<file path="config.mk">
export PLATFORM = sky130hd
export DESIGN_NAME = d_mem_arbiter
export DESIGN_NICKNAME = d
export VERILOG_FILES = /design/src/rtl/d_mem_arbiter.sv
export SDC_FILE = /design/constraint.sdc
export NUM_CORES = 1
export LEC_CHECK = 0
export CAP_MARGIN = 10
export CELL_PAD_IN_SITES_DETAIL_PLACEMENT = 1
export CELL_PAD_IN_SITES_GLOBAL_PLACEMENT = 1
export CORE_UTILIZATION = 20
export CTS_BUF_LIST = sky130_fd_sc_hd__clkbuf_16
export DETAILED_ROUTE_END_ITERATION = 10
export HOLD_SLACK_MARGIN = 0.12
export PLACE_DENSITY_LB_ADDON = 0.2
export SLEW_MARGIN = 20
export SYNTH_ARGS = -nofsm -noshare
export SYNTH_HDL_FRONTEND = slang
export SYNTH_SLANG_ARGS = --single-unit
</file>
<file path="constraint.sdc">
create_clock -name clock -period 6.2 [get_ports clock]
set_input_delay 1.86 -clock clock [delete_from_list [all_inputs] [get_ports clock]]
set_output_delay 1.86 -clock clock [all_outputs]
set_load 0.02 [all_outputs]
</file>
<file path="src/rtl/d_mem_arbiter.sv">
// Two-master round-robin arbiter in front of the data-memory CPU port, one transaction in flight.
// Optional bus locking is compiled in with `define D_MEM_ARB_LOCK_EN.

module d_mem_arbiter #(
   parameter int unsigned DATA_WIDTH   = 32,
   parameter int unsigned ADDRESS_BITS = 32,
   parameter int unsigned READ_LATENCY = 1
) (
   input  logic                    clock,
   input  logic                    reset,
   input  logic                    m0_req,
   input  logic                    m0_we,
   input  logic [ADDRESS_BITS-1:0] m0_addr,
   input  logic [DATA_WIDTH-1:0]   m0_wdata,
   output logic                    m0_gnt,
   output logic                    m0_rvalid,
   output logic [DATA_WIDTH-1:0]   m0_rdata,
   input  logic                    m1_req,
   input  logic                    m1_we,
   input  logic [ADDRESS_BITS-1:0] m1_addr,
   input  logic [DATA_WIDTH-1:0]   m1_wdata,
   output logic                    m1_gnt,
   output logic                    m1_rvalid,
   output logic [DATA_WIDTH-1:0]   m1_rdata,
   output logic                    mem_read,
   output logic                    mem_write,
   output logic [ADDRESS_BITS-1:0] mem_address,
   output logic [DATA_WIDTH-1:0]   mem_in_data,
   input  logic [DATA_WIDTH-1:0]   mem_out_data,
`ifdef D_MEM_ARB_LOCK_EN
   input  logic                    m0_lock,
   input  logic                    m1_lock,
`endif
   output logic                    owner
);

   localparam int unsigned CntW = $clog2(READ_LATENCY + 1);
   localparam logic [CntW-1:0] CntMax = CntW'(READ_LATENCY);

   typedef enum logic {StIdle, StRdWait} state_t;

   state_t                  state_q, state_d;
   logic [CntW-1:0]         lat_cnt_q, lat_cnt_d;
   logic                    last_grant_q, last_grant_d;
   logic                    owner_q, owner_d;
   logic [ADDRESS_BITS-1:0] rd_addr_q, rd_addr_d;

   logic                    req0_eff, req1_eff;
   logic                    winner;
   logic                    win_we;
   logic [ADDRESS_BITS-1:0] win_addr;
   logic [DATA_WIDTH-1:0]   win_wdata;

`ifdef D_MEM_ARB_LOCK_EN
   logic lock_q, lock_d;
   logic owner_lock, lock_hold, win_lock;

   assign owner_lock = owner_q ? m1_lock : m0_lock;
   // Lock stays held only while the owner keeps asserting it.
   assign lock_hold  = lock_q & owner_lock;
   assign req0_eff   = m0_req & ~(lock_hold & owner_q);
   assign req1_eff   = m1_req & ~(lock_hold & ~owner_q);
   assign win_lock   = winner ? m1_lock : m0_lock;
`else
   assign req0_eff = m0_req;
   assign req1_eff = m1_req;
`endif

   // On a tie the master that did not win last time takes the bus.
   assign winner    = (req0_eff & req1_eff) ? ~last_grant_q : req1_eff;
   assign win_we    = winner ? m1_we : m0_we;
   assign win_addr  = winner ? m1_addr : m0_addr;
   assign win_wdata = winner ? m1_wdata : m0_wdata;
   assign owner     = owner_q;

   always_comb begin
      state_d      = state_q;
      lat_cnt_d    = lat_cnt_q;
      last_grant_d = last_grant_q;
      owner_d      = owner_q;
      rd_addr_d    = rd_addr_q;
`ifdef D_MEM_ARB_LOCK_EN
      lock_d       = lock_q;
`endif
      m0_gnt       = 1'b0;
      m1_gnt       = 1'b0;
      m0_rvalid    = 1'b0;
      m1_rvalid    = 1'b0;
      m0_rdata     = '0;
      m1_rdata     = '0;
      mem_read     = 1'b0;
      mem_write    = 1'b0;
      mem_address  = '0;
      mem_in_data  = '0;

      unique case (state_q)
         StIdle: begin
            if (req0_eff | req1_eff) begin
               m0_gnt      = ~winner;
               m1_gnt      = winner;
               mem_address = win_addr;
               mem_in_data = win_wdata;
               mem_write   = win_we;
               mem_read    = ~win_we;
               owner_d     = winner;
`ifdef D_MEM_ARB_LOCK_EN
               last_grant_d = lock_hold ? last_grant_q : winner;
               lock_d       = win_lock;
`else
               last_grant_d = winner;
`endif
               if (!win_we) begin
                  rd_addr_d = win_addr;
                  lat_cnt_d = CntW'(1);
                  state_d   = StRdWait;
               end
            end else begin
`ifdef D_MEM_ARB_LOCK_EN
               lock_d = lock_hold;
`endif
            end
         end
         StRdWait: begin
            mem_read    = 1'b1;
            mem_address = rd_addr_q;
            if (lat_cnt_q == CntMax) begin
               m0_rvalid = ~owner_q;
               m1_rvalid = owner_q;
               m0_rdata  = owner_q ? '0 : mem_out_data;
               m1_rdata  = owner_q ? mem_out_data : '0;
               lat_cnt_d = '0;
               state_d   = StIdle;
`ifdef D_MEM_ARB_LOCK_EN
               lock_d    = owner_lock;
`endif
            end else begin
               lat_cnt_d = lat_cnt_q + CntW'(1);
            end
         end
         default: state_d = StIdle;
      endcase

      // Outputs are forced low the moment reset asserts, without waiting for a clock.
      if (!reset) begin
         m0_gnt      = 1'b0;
         m1_gnt      = 1'b0;
         m0_rvalid   = 1'b0;
         m1_rvalid   = 1'b0;
         m0_rdata    = '0;
         m1_rdata    = '0;
         mem_read    = 1'b0;
         mem_write   = 1'b0;
         mem_address = '0;
         mem_in_data = '0;
      end
   end

   always_ff @(posedge clock or negedge reset) begin
      if (!reset) begin
         state_q      <= StIdle;
         lat_cnt_q    <= '0;
         last_grant_q <= 1'b1;
         owner_q      <= 1'b0;
         rd_addr_q    <= '0;
      end else begin
         state_q      <= state_d;
         lat_cnt_q    <= lat_cnt_d;
         last_grant_q <= last_grant_d;
         owner_q      <= owner_d;
         rd_addr_q    <= rd_addr_d;
      end
   end

`ifdef D_MEM_ARB_LOCK_EN
   always_ff @(posedge clock or negedge reset) begin
      if (!reset) begin
         lock_q <= 1'b0;
      end else begin
         lock_q <= lock_d;
      end
   end
`endif

endmodule

</file>
==> flow_summary.yaml <==
run_status:
  outcome: "finished, final reports clean"
worst_setup_path:
  critPathCaptureType: "primary output"
  required_ns: 4.34
  crit_type: "primary input to primary output"
  slowest_stage: "o21ai_4"
  cp_common_cell: "clkdlybuf4s50_1"
  path_delay_family: "buffers and inverters"
  path_buf_inv: 3
  cp.arrival_ns: 4.10
  critPathMaxStageDelay_ns: 0.70
  start_kind: "primary input"
  cp_cell_sequence: "clkdlybuf4s50_1 > o21ai_4 > buf_12 > o21ai_1 > clkdlybuf4s50_1"
  cp_max_fo: 38
route:
  detail_route.wl_per_cell_um: 16.62
  ant_nets: 0
  viasPerCell: 4.546
  route.vias.total: 4046
  wl_um: 14790
  post-route-drc-count: 0
  drtPass1Iterations: 4
  drtIter0Drc: 115
sta:
  layout_setup_ws_ns: 0.2383
  fin_setup_tns_ns: 0
  tightest_slew_ns: 1.023
  period_minus_slack_ns: 5.962
  grt_setup_unrepaired: "no"
  setup_violations: 0
  maxSlewViolCount: 0
  finalHoldViolations: 0
  max_slew_margin: 0.3140
  max_freq_ghz: 0.1677
  finalClockSkew_ns: 0.004829
  post-route-period-util: 0.9616
synthesis:
  ys_warn_count: 0
  yosysTopAreaCell: "dfrtp_1"
  ys_seq_area_frac: 0.3015
  synth_area_leaders: "dfrtp_1 (29%), a21oi_1 (16%), and2_1 (14%), nand2_1 (12%), mux2i_1 (11%)"
  synth_seq_cells: 36
  synthCells: 423
  synth_top_area_frac: 0.2928
  synthDistinctLibCells: 26
  syn-cell-area_mm2: 0.002992
  avgSynthCellArea_um2: 7.072
  syn_nets: 589
global_route:
  grt_first_pass_wirelength_um: 23760
  grt_pass1_vias: 4270
  grt_remaining_overflow: 0
  grt_start_max_net_pins: 39
  track_usage: 0.1883
  antenna_found_initial: 1
min_path:
  hold_path.class: "flip-flop to flip-flop"
finish:
  final_util: 0.4354
  drive_gt1_frac: 0.03688
  fin_nets: 870
  area_growth_pct: 112.3
  fin_area_mm2: 0.006352
power:
  p_leak_nw: 2.531
  swShare: 0.4259
  combPwrFrac: 0.628
  power.total_mw: 1.922
  power_switching_uw: 818.8
  p_int_mw: 1.104
  power_frac_clock: 0.150
  p_seq_frac: 0.223
  peakVddDrop_mv: 0.1392
  power_density_mw_per_mm2: 302.6
floorplanning:
  die_width_um: 124.3
  rows: 44
  core_region_area_mm2: 0.01459
  floorplan.initialDensity: 0.2051
  io_pins: 301
  die-area_mm2: 0.01545
  die_height_um: 124.3
clock_tree:
  htreeDepth: 2
  clk_latency_ns: 0.28
  cts_root_buffer: "clkbuf_16"
  cts_sinks: 36
  clkSlewWorstSetupHoldPaths_ns: 0.06
  cts.path.max_buffers: 2
  cts_resized: 0
  post_cts_buffers: 0
  cts_tree: "built"
  cts_buffers: 5
  cts_hold_buf: 0
placement:
  portBuffers: 300
  place.gp.congestion: 0.7918
  place_area_mm2: 0.006182
  dpl.hpwl_um: 11770
  pre_cts_ws_ns: 0.2029
flow_run:
  drv_cap: 0
-- worst paths after layout --
check / start / to / slack [ns] / cells past startpoint
max in group asynchronous: reset / rd_addr_q[1] / 4.08 / 3
max: m0_req / mem_address[22] / 0.24 / 5
max reg2reg: state_q / rd_addr_q[8] / 3.78 / 4
min reg2reg: rd_addr_q[31] / rd_addr_q[31] / 0.50 / 1
min in group asynchronous: reset / owner / 1.51 / 2
min: rd_addr_q[31] / rd_addr_q[31] / 0.50 / 1
-- metal layers --
metal,share of wire,vias to the layer above,wire length (um),global-route usage
li1,-,1978,-,-
met4,0.014,0,207,0.03898
met5,0,-,0,0
met3,0.063,13,925,0.04296
met2,0.51,172,7542,0.3432
met1,0.41,1883,6117,0.2231
-- cell type report --
class	count	area, um^2
flip-flops and latches	36	902.1
clock inverters	3	42.54
repair buffers	312	3126
multi-input cells	347	1917
well taps	184	230.2
clock buffers	5	125.1
inverters	2	7.507
diodes	1	2.502
fillers	1745	8237
-- state kept, by name, indices dropped and copies added (netlist names) --
name          count
last_grant_q      1
owner             1
rd_addr_q        32
state_q           1
lat_cnt_q         1
-- power by group through the flow --
stage | combinational (mW) | clock [mW] | sequential (mW)
floorplan | 0.667 | 0 | 0.409
global placement | 1.21 | 0 | 0.423
detailed placement | 1.22 | 0 | 0.431
CTS | 1.23 | 0.298 | 0.429
global route | 1.31 | 0.308 | 0.447
finish | 1.21 | 0.288 | 0.428
-- logic make-up (layout without fill, tap and decap cells) --
logic type             Yosys count  after routing  synth area share
buffers and inverters           40            322           0.06775
AOI/OAI and AO/OA              136            136            0.2380
DFF                             36             36            0.3015
and+or+nand+nor                179            179            0.2857
muxes                           32             32            0.1071
other                            0              1                 0
-- Yosys cell counts (all sizes together) --
library cell,n
nor3,1
o21ai,34
a21oi,96
buf,19
nor2,6
dfrtp,35
and2,68
mux2i,32
o2bb2ai,1
clkbuf,19
nand2,99
nand3,1
inv,1
nand2b,1
dfstp,1
a21bo,1
clkinv,1
o21a,1
a21boi,1
nor2b,3
a22o,1
a32oi,1
-- worst reg2reg max path: stages (launching register included) --
cell      delay [ns]
dfrtp_1         0.54
clkinv_1        0.89
and2_1          0.46
buf_4           0.25
a21oi_1         0.20
-- cell usage in the layout (no fill, tap or decap) --
master           instances
o21ai_0                  2
o21ai_1                 31
bufinv_16                1
clkinv_1                 1
a21bo_4                  1
a32oi_1                  1
and2_1                  68
clkinvlp_4               1
o21ai_4                  1
diode_2                  1
dfstp_2                  1
clkdlybuf4s50_1        299
dfrtp_1                 35
nor2b_1                  3
buf_12                   3
mux2i_1                 32
o2bb2ai_4                1
clkinv_2                 1
clkbuf_16                5
a21boi_2                 1
inv_1                    1
a22o_1                   1
o21a_1                   1
buf_4                    9
buf_2                    1
nor3_1                   1
nand2b_1                 1
a21oi_1                 96
nand2_1                 99
nand3_1                  1
nor2_1                   6
-- per-stage QoR --
step	std cells	hold slack [ns]
global placement	881	0.4758
CTS	889	0.5000
detailed placement	881	0.4801
floorplan	423	0.4584
global route	889	0.5224
finish	890	0.4974
(Power assumes the default switching activity.)
